==> src/rtl/sdram_arbiter.sv <==
// sdram_arbiter: front end that lets NUM_REQ masters share the single SoC-side
// port of sdram_controller. One access is in flight at a time. Each access is
// sequenced through the controller's busy/ready handshake, and completion is
// returned to the winning requester as a one-cycle ack.
// Optional feature macro: SDRAM_ARB_FIXED_PRIO_EN. When it is defined,
// requester 0 has strict priority and the remaining requesters rotate among
// themselves. When it is undefined, all requesters are served round-robin.
module sdram_arbiter #(
  parameter int NUM_REQ    = 2,
  parameter int ADDR_WIDTH = 23,
  parameter int DATA_WIDTH = 32,
  parameter int MASK_WIDTH = 4
) (
  input  logic                             clk,
  input  logic                             reset_n_port,
  input  logic [NUM_REQ-1:0]               req_valid_port,
  input  logic [NUM_REQ-1:0]               req_we_port,
  input  logic [NUM_REQ*ADDR_WIDTH-1:0]    req_addr_port,
  input  logic [NUM_REQ*DATA_WIDTH-1:0]    req_wr_data_port,
  input  logic [NUM_REQ*MASK_WIDTH-1:0]    req_wr_mask_port,
  output logic [NUM_REQ-1:0]               req_ack_port,
  output logic [DATA_WIDTH-1:0]            req_rd_data_port,
  input  logic                             ctl_busy_port,
  input  logic                             ctl_ready_port,
  output logic [ADDR_WIDTH-1:0]            ctl_addr_port,
  output logic [DATA_WIDTH-1:0]            ctl_wr_data_port,
  output logic [MASK_WIDTH-1:0]            ctl_wr_mask_port,
  output logic                             ctl_wr_en_port,
  output logic                             ctl_rd_en_port,
  input  logic [DATA_WIDTH-1:0]            ctl_rd_data_port
);

  localparam int IDX_W = (NUM_REQ > 1) ? $clog2(NUM_REQ) : 1;

  typedef enum logic [2:0] {IDLE, ISSUE, WAIT_BUSY, WAIT_DONE, DONE} state_t;

  state_t                state;
  logic [IDX_W-1:0]      idx;
  logic [IDX_W-1:0]      last_granted;
  logic                  we;

  logic                  any_valid;
  logic [IDX_W-1:0]      winner;
  logic                  sel_we;
  logic [ADDR_WIDTH-1:0] sel_addr;
  logic [DATA_WIDTH-1:0] sel_data;
  logic [MASK_WIDTH-1:0] sel_mask;
  int                    best_d;
  int                    d;

  // Pick the pending requester closest after last_granted in rotation order
  // (distance 0 is last_granted+1) and mux out its request fields.
  always_comb begin
    any_valid = |req_valid_port;
    winner    = '0;
    sel_we    = 1'b0;
    sel_addr  = '0;
    sel_data  = '0;
    sel_mask  = '0;
    best_d    = NUM_REQ;
    d         = 0;
    for (int i = 0; i < NUM_REQ; i++) begin
      if (req_valid_port[i]) begin
        d = i - int'(last_granted) - 1;
        if (d < 0) d = d + NUM_REQ;
`ifdef SDRAM_ARB_FIXED_PRIO_EN
        // Requester 0 beats any rotation distance whenever it asks.
        if (i == 0) d = -1;
`endif
        if (d < best_d) begin
          best_d   = d;
          winner   = IDX_W'(i);
          sel_we   = req_we_port[i];
          sel_addr = req_addr_port[i*ADDR_WIDTH +: ADDR_WIDTH];
          sel_data = req_wr_data_port[i*DATA_WIDTH +: DATA_WIDTH];
          sel_mask = req_wr_mask_port[i*MASK_WIDTH +: MASK_WIDTH];
        end
      end
    end
  end

  // Access sequencer: grant, one-cycle enable, busy/ready handshake, ack.
  always_ff @(posedge clk or negedge reset_n_port) begin
    if (!reset_n_port) begin
      state            <= IDLE;
      idx              <= '0;
      last_granted     <= IDX_W'(NUM_REQ - 1);
      we               <= 1'b0;
      ctl_addr_port    <= '0;
      ctl_wr_data_port <= '0;
      ctl_wr_mask_port <= '0;
      ctl_wr_en_port   <= 1'b0;
      ctl_rd_en_port   <= 1'b0;
      req_ack_port     <= '0;
      req_rd_data_port <= '0;
    end else begin
      ctl_wr_en_port <= 1'b0;
      ctl_rd_en_port <= 1'b0;
      req_ack_port   <= '0;
      case (state)
        IDLE: begin
          // A busy controller (init or refresh) holds off every grant.
          if (any_valid && !ctl_busy_port) begin
            idx              <= winner;
            we               <= sel_we;
            ctl_addr_port    <= sel_addr;
            ctl_wr_data_port <= sel_data;
            ctl_wr_mask_port <= sel_mask;
            ctl_wr_en_port   <= sel_we;
            ctl_rd_en_port   <= !sel_we;
            state            <= ISSUE;
          end
        end
        ISSUE: begin
          // The enable drops by default here, so it is high for exactly one cycle.
          state <= WAIT_BUSY;
        end
        WAIT_BUSY: begin
          if (ctl_busy_port) state <= WAIT_DONE;
        end
        WAIT_DONE: begin
          if (we) begin
            if (!ctl_busy_port) begin
              req_ack_port <= NUM_REQ'(1) << idx;
              state        <= DONE;
            end
          end else if (ctl_ready_port) begin
            req_rd_data_port <= ctl_rd_data_port;
            req_ack_port     <= NUM_REQ'(1) << idx;
            state            <= DONE;
          end
        end
        DONE: begin
          // Rotation restarts after the requester just served.
          last_granted <= idx;
          state        <= IDLE;
        end
        default: state <= IDLE;
      endcase
    end
  end

endmodule

==> config.mk <==
export PLATFORM = sky130hd
export DESIGN_NAME = sdram_arbiter
export DESIGN_NICKNAME = d
export VERILOG_FILES = /design/src/rtl/sdram_arbiter.sv
export SDC_FILE = /design/constraint.sdc
export NUM_CORES = 1
export LEC_CHECK = 0
export CORE_UTILIZATION = 35
export DETAILED_ROUTE_END_ITERATION = 6
export PLACE_DENSITY = 0.84
export SLEW_MARGIN = 30
export SYNTH_ARGS = -nofsm -noshare
export SYNTH_HDL_FRONTEND = slang
export SYNTH_SLANG_ARGS = --single-unit
==> constraint.sdc <==
create_clock -name clk -period 1.85 [get_ports clk]
set_clock_uncertainty 0.2 [all_clocks]
set_input_delay 0.185 -clock clk [delete_from_list [all_inputs] [get_ports clk]]
set_output_delay 0.185 -clock clk [all_outputs]
set_load 0.05 [all_outputs]
==> results.txt <==
Outcome - finished clean
GR met3 Demand/Resource - 5.07%
Clock Sink Count - 101
Synth-to-Final Area Change - 66.0%
Hold slack - 37.2 ps
Worst-margin pin slew - 335 ps
Syn Nets - 465
Post-DP HPWL - 9440 µm
CTS tree - yes
Fill cell count - 1043
Top Usage Layer GRT - met2
Detailed Routing Iterations Pass 1 - 4
Setup TNS - 0 ps
Post-Synthesis Cells - 307
Initial Utilization - 35.8%
Final WL - 12600 µm
Die Area - 0.0134 mm²
Syn Area/Cell - 14.7 µm²
Gr ovfl total - 0
Multi-input gate area - 0.00184 mm²
Seq cells post-synth - 101
Cells after DPL - 718
GP Congestion - 0.750
Final Max Tran Viols - 0
Max stage delay on crit path - 460 ps
Final worst path period need - 1800 ps
Vias in the first global route - 3823
Fraction of layout cells with a size suffix above 1 - 27.3%
Hold Path Class - primary input to async pin
Core Area - 0.0126 mm²
CP arrival - 1810 ps
Final net count - 720
Final hold violations - 0
Crit-path cells - buf_4 > nor4_4 > o21ai_4 > buf_12 > mux2_1
P per Cell Area - 1780 mW/mm²
Worst setup SP type - register
Detailed-route DRC error count - 0
CP Data Required Time - 1860 ps
Die height - 116 µm
Worst Setup End Kind - register
Port bufs - 252
Pleak - 3.31 nW
Total CTS buffers - 9
Post-synth cell types - 26
Row cnt - 41
Maximum VDD drop - 0.968 mV
Post-Syn Area - 0.00452 mm²
Largest net degree at the start of global routing - 49
CTS Buffer Depth - 2
Final period utilization - 97.5%
CP Max Fanout - 38
Final setup violation count - 0
Non-filler instance count after layout - 739
Inserted Diodes - 0
Setup slack, reg-to-reg - 50 ps
R2R depth - 5
H-tree depth - 3
Clock-pin slew on the worst setup and hold paths - 70 ps
Worst slew margin - 77.6%
GRT met1 Usage - 20.1%
Grt met2 use - 34.7%
All-layer global routing usage - 18.6%
DR iter-0 viols - 119
Initial antenna violation count - 0
Vias per cell - 5.06
Worst-Skew Late Latency - 330 ps
Max_cap viols - 0
Root buffer cell - clkbuf_16
R2R Path End - ctl_wr_data_port[22]
Top Ports - 253
Storage element area - 0.00253 mm²
Worst Setup Path Type - register to register
Remaining antenna violation count after routing - 0
First-pass GRT wire length - 19000 µm
Worst R2R Start - state[1]
Critical Path Source - state[1]
Cell with the largest stage delay on the worst path - dfrtp_2
Seq/Total Area, Yosys - 56.0%
Fmax - 0.555 GHz
Avg WL per Cell - 17.1 µm
Routed vias - 3737
Die Wd - 116 µm
YS warnings - 0
[sequential cells by signal, summed over array words and instances, names as in the netlist]
register          count
req_rd_data_port     32
req_ack_port          2
ctl_rd_en_port        1
last_granted          1
ctl_wr_mask_port      4
ctl_addr_port        23
idx                   1
we                    1
ctl_wr_en_port        1
state                 3
ctl_wr_data_port     32
[layout by cell type, fill, tap and decap left out]
master,instances
dfstp_2,1
mux2_2,13
nand2_1,1
clkdlybuf4s50_1,155
a21boi_4,1
a221oi_1,1
o21ai_4,1
a32o_1,59
mux2_1,80
nor2_1,4
buf_2,1
nand2_4,1
o21ai_0,2
dlygate4sd3_1,1
bufinv_16,3
buf_12,9
buf_4,106
clkinv_2,3
dfrtp_1,98
clkinv_4,1
nor4_1,1
a21oi_1,1
inv_1,1
nor4_4,1
mux2i_1,1
dfrtp_2,2
nand2b_2,1
nor2b_1,2
a32oi_1,1
clkbuf_16,10
and2_1,2
nor4b_4,1
nor3_1,2
[report_power, final]
part / switching (mW) / internal (mW) / total [mW]
clock network: 0.793 / 1.32 / 2.11
registers: 0.612 / 3.24 / 3.85
logic: 4.77 / 2.61 / 7.38
total: 6.18 / 7.17 / 13.3
[through the flow]
stage	util [%]	cell area [µm²]	total power, mW	setup slack (ps)
floorplan	-	4520	8.62	124
global placement	56.1	7080	11.0	-141
detailed placement	56.1	7080	11.2	-208
CTS	58.9	7430	13.4	-14.0
global route	59.4	7500	14.0	-1.43
finish	59.4	7500	13.3	46.9
[how the worst max path moves through the flow]
stage / to / cells after the start
after global routing: req_rd_data_port[12] / 5
after CTS: ctl_wr_data_port[22] / 4
final: ctl_wr_data_port[22] / 5
after global placement: ctl_addr_port[4] / 5
after floorplan: req_rd_data_port[0] / 4
after detailed placement: ctl_addr_port[0] / 5
[synth_stat cells]
library cell,n,area [µm²]
and2_1,2,12.5
a32o_1,59,591
o21ai_2,1,8.76
buf_1,1,3.75
nor2_1,4,15.0
a21boi_1,1,7.51
a221oi_1,1,8.76
nor3_1,2,10.0
a32oi_1,1,8.76
nand2_1,2,7.51
buf_2,3,15.0
inv_1,1,3.75
nor4_1,1,6.26
mux2_1,80,901
a21oi_1,1,5.00
nand2b_1,1,6.26
o21ai_0,2,10.0
nor4b_4,1,23.8
nor2b_1,2,12.5
dfrtp_1,100,2500
dfstp_2,1,26.3
clkbuf_1,16,60.1
mux2i_1,1,10.0
mux2_2,13,146
nor4_2,1,12.5
buf_6,9,101
[what timing repair did]
action / in CTS / in global routing
hold buffers: 1 / 0
setup endpoints to repair: 5 / 66
resized for setup: 0 / 5
endpoints found under the hold margin: 100 / 0
gates cloned: 0 / 1
buffers inserted: 0 / 3
pin swaps: 0 / 1
[cell type report]
cell class	count	area share (%)
inverters	1	0.0501
well taps	172	2.87
repair buffers	273	34.2
multi-input cells	176	24.5
clock inverters	7	1.52
clock buffers	9	3.00
flip-flops and latches	101	33.8
[routing by layer]
layer / up-vias / part of all wire, %
li1: 1710 / -
met1: 1835 / 37
met2: 177 / 52
met3: 15 / 9.3
met4: 0 / 1.4
met5: - / 0
[logic make-up (layout without fill, tap and decap cells)]
kind of cell,count (synthesis),in the layout,synth area share (%)
AND/OR/NAND/NOR,16,16,2.36
multiplexers,94,94,23.4
AO/OA/AOI/OAI,66,66,14.2
flip-flops,101,101,56.0
buffers and inverters,30,290,4.07
[critical path: cells and delay by family (launching register included)]
family,cells,cell delay (ps)
AO/OA/AOI/OAI,1,120
buffers and inverters,2,350
multiplexers,1,340
AND/OR/NAND/NOR,1,180
flip-flops,1,460
Note: power is estimated with default switching activity, not from simulation.
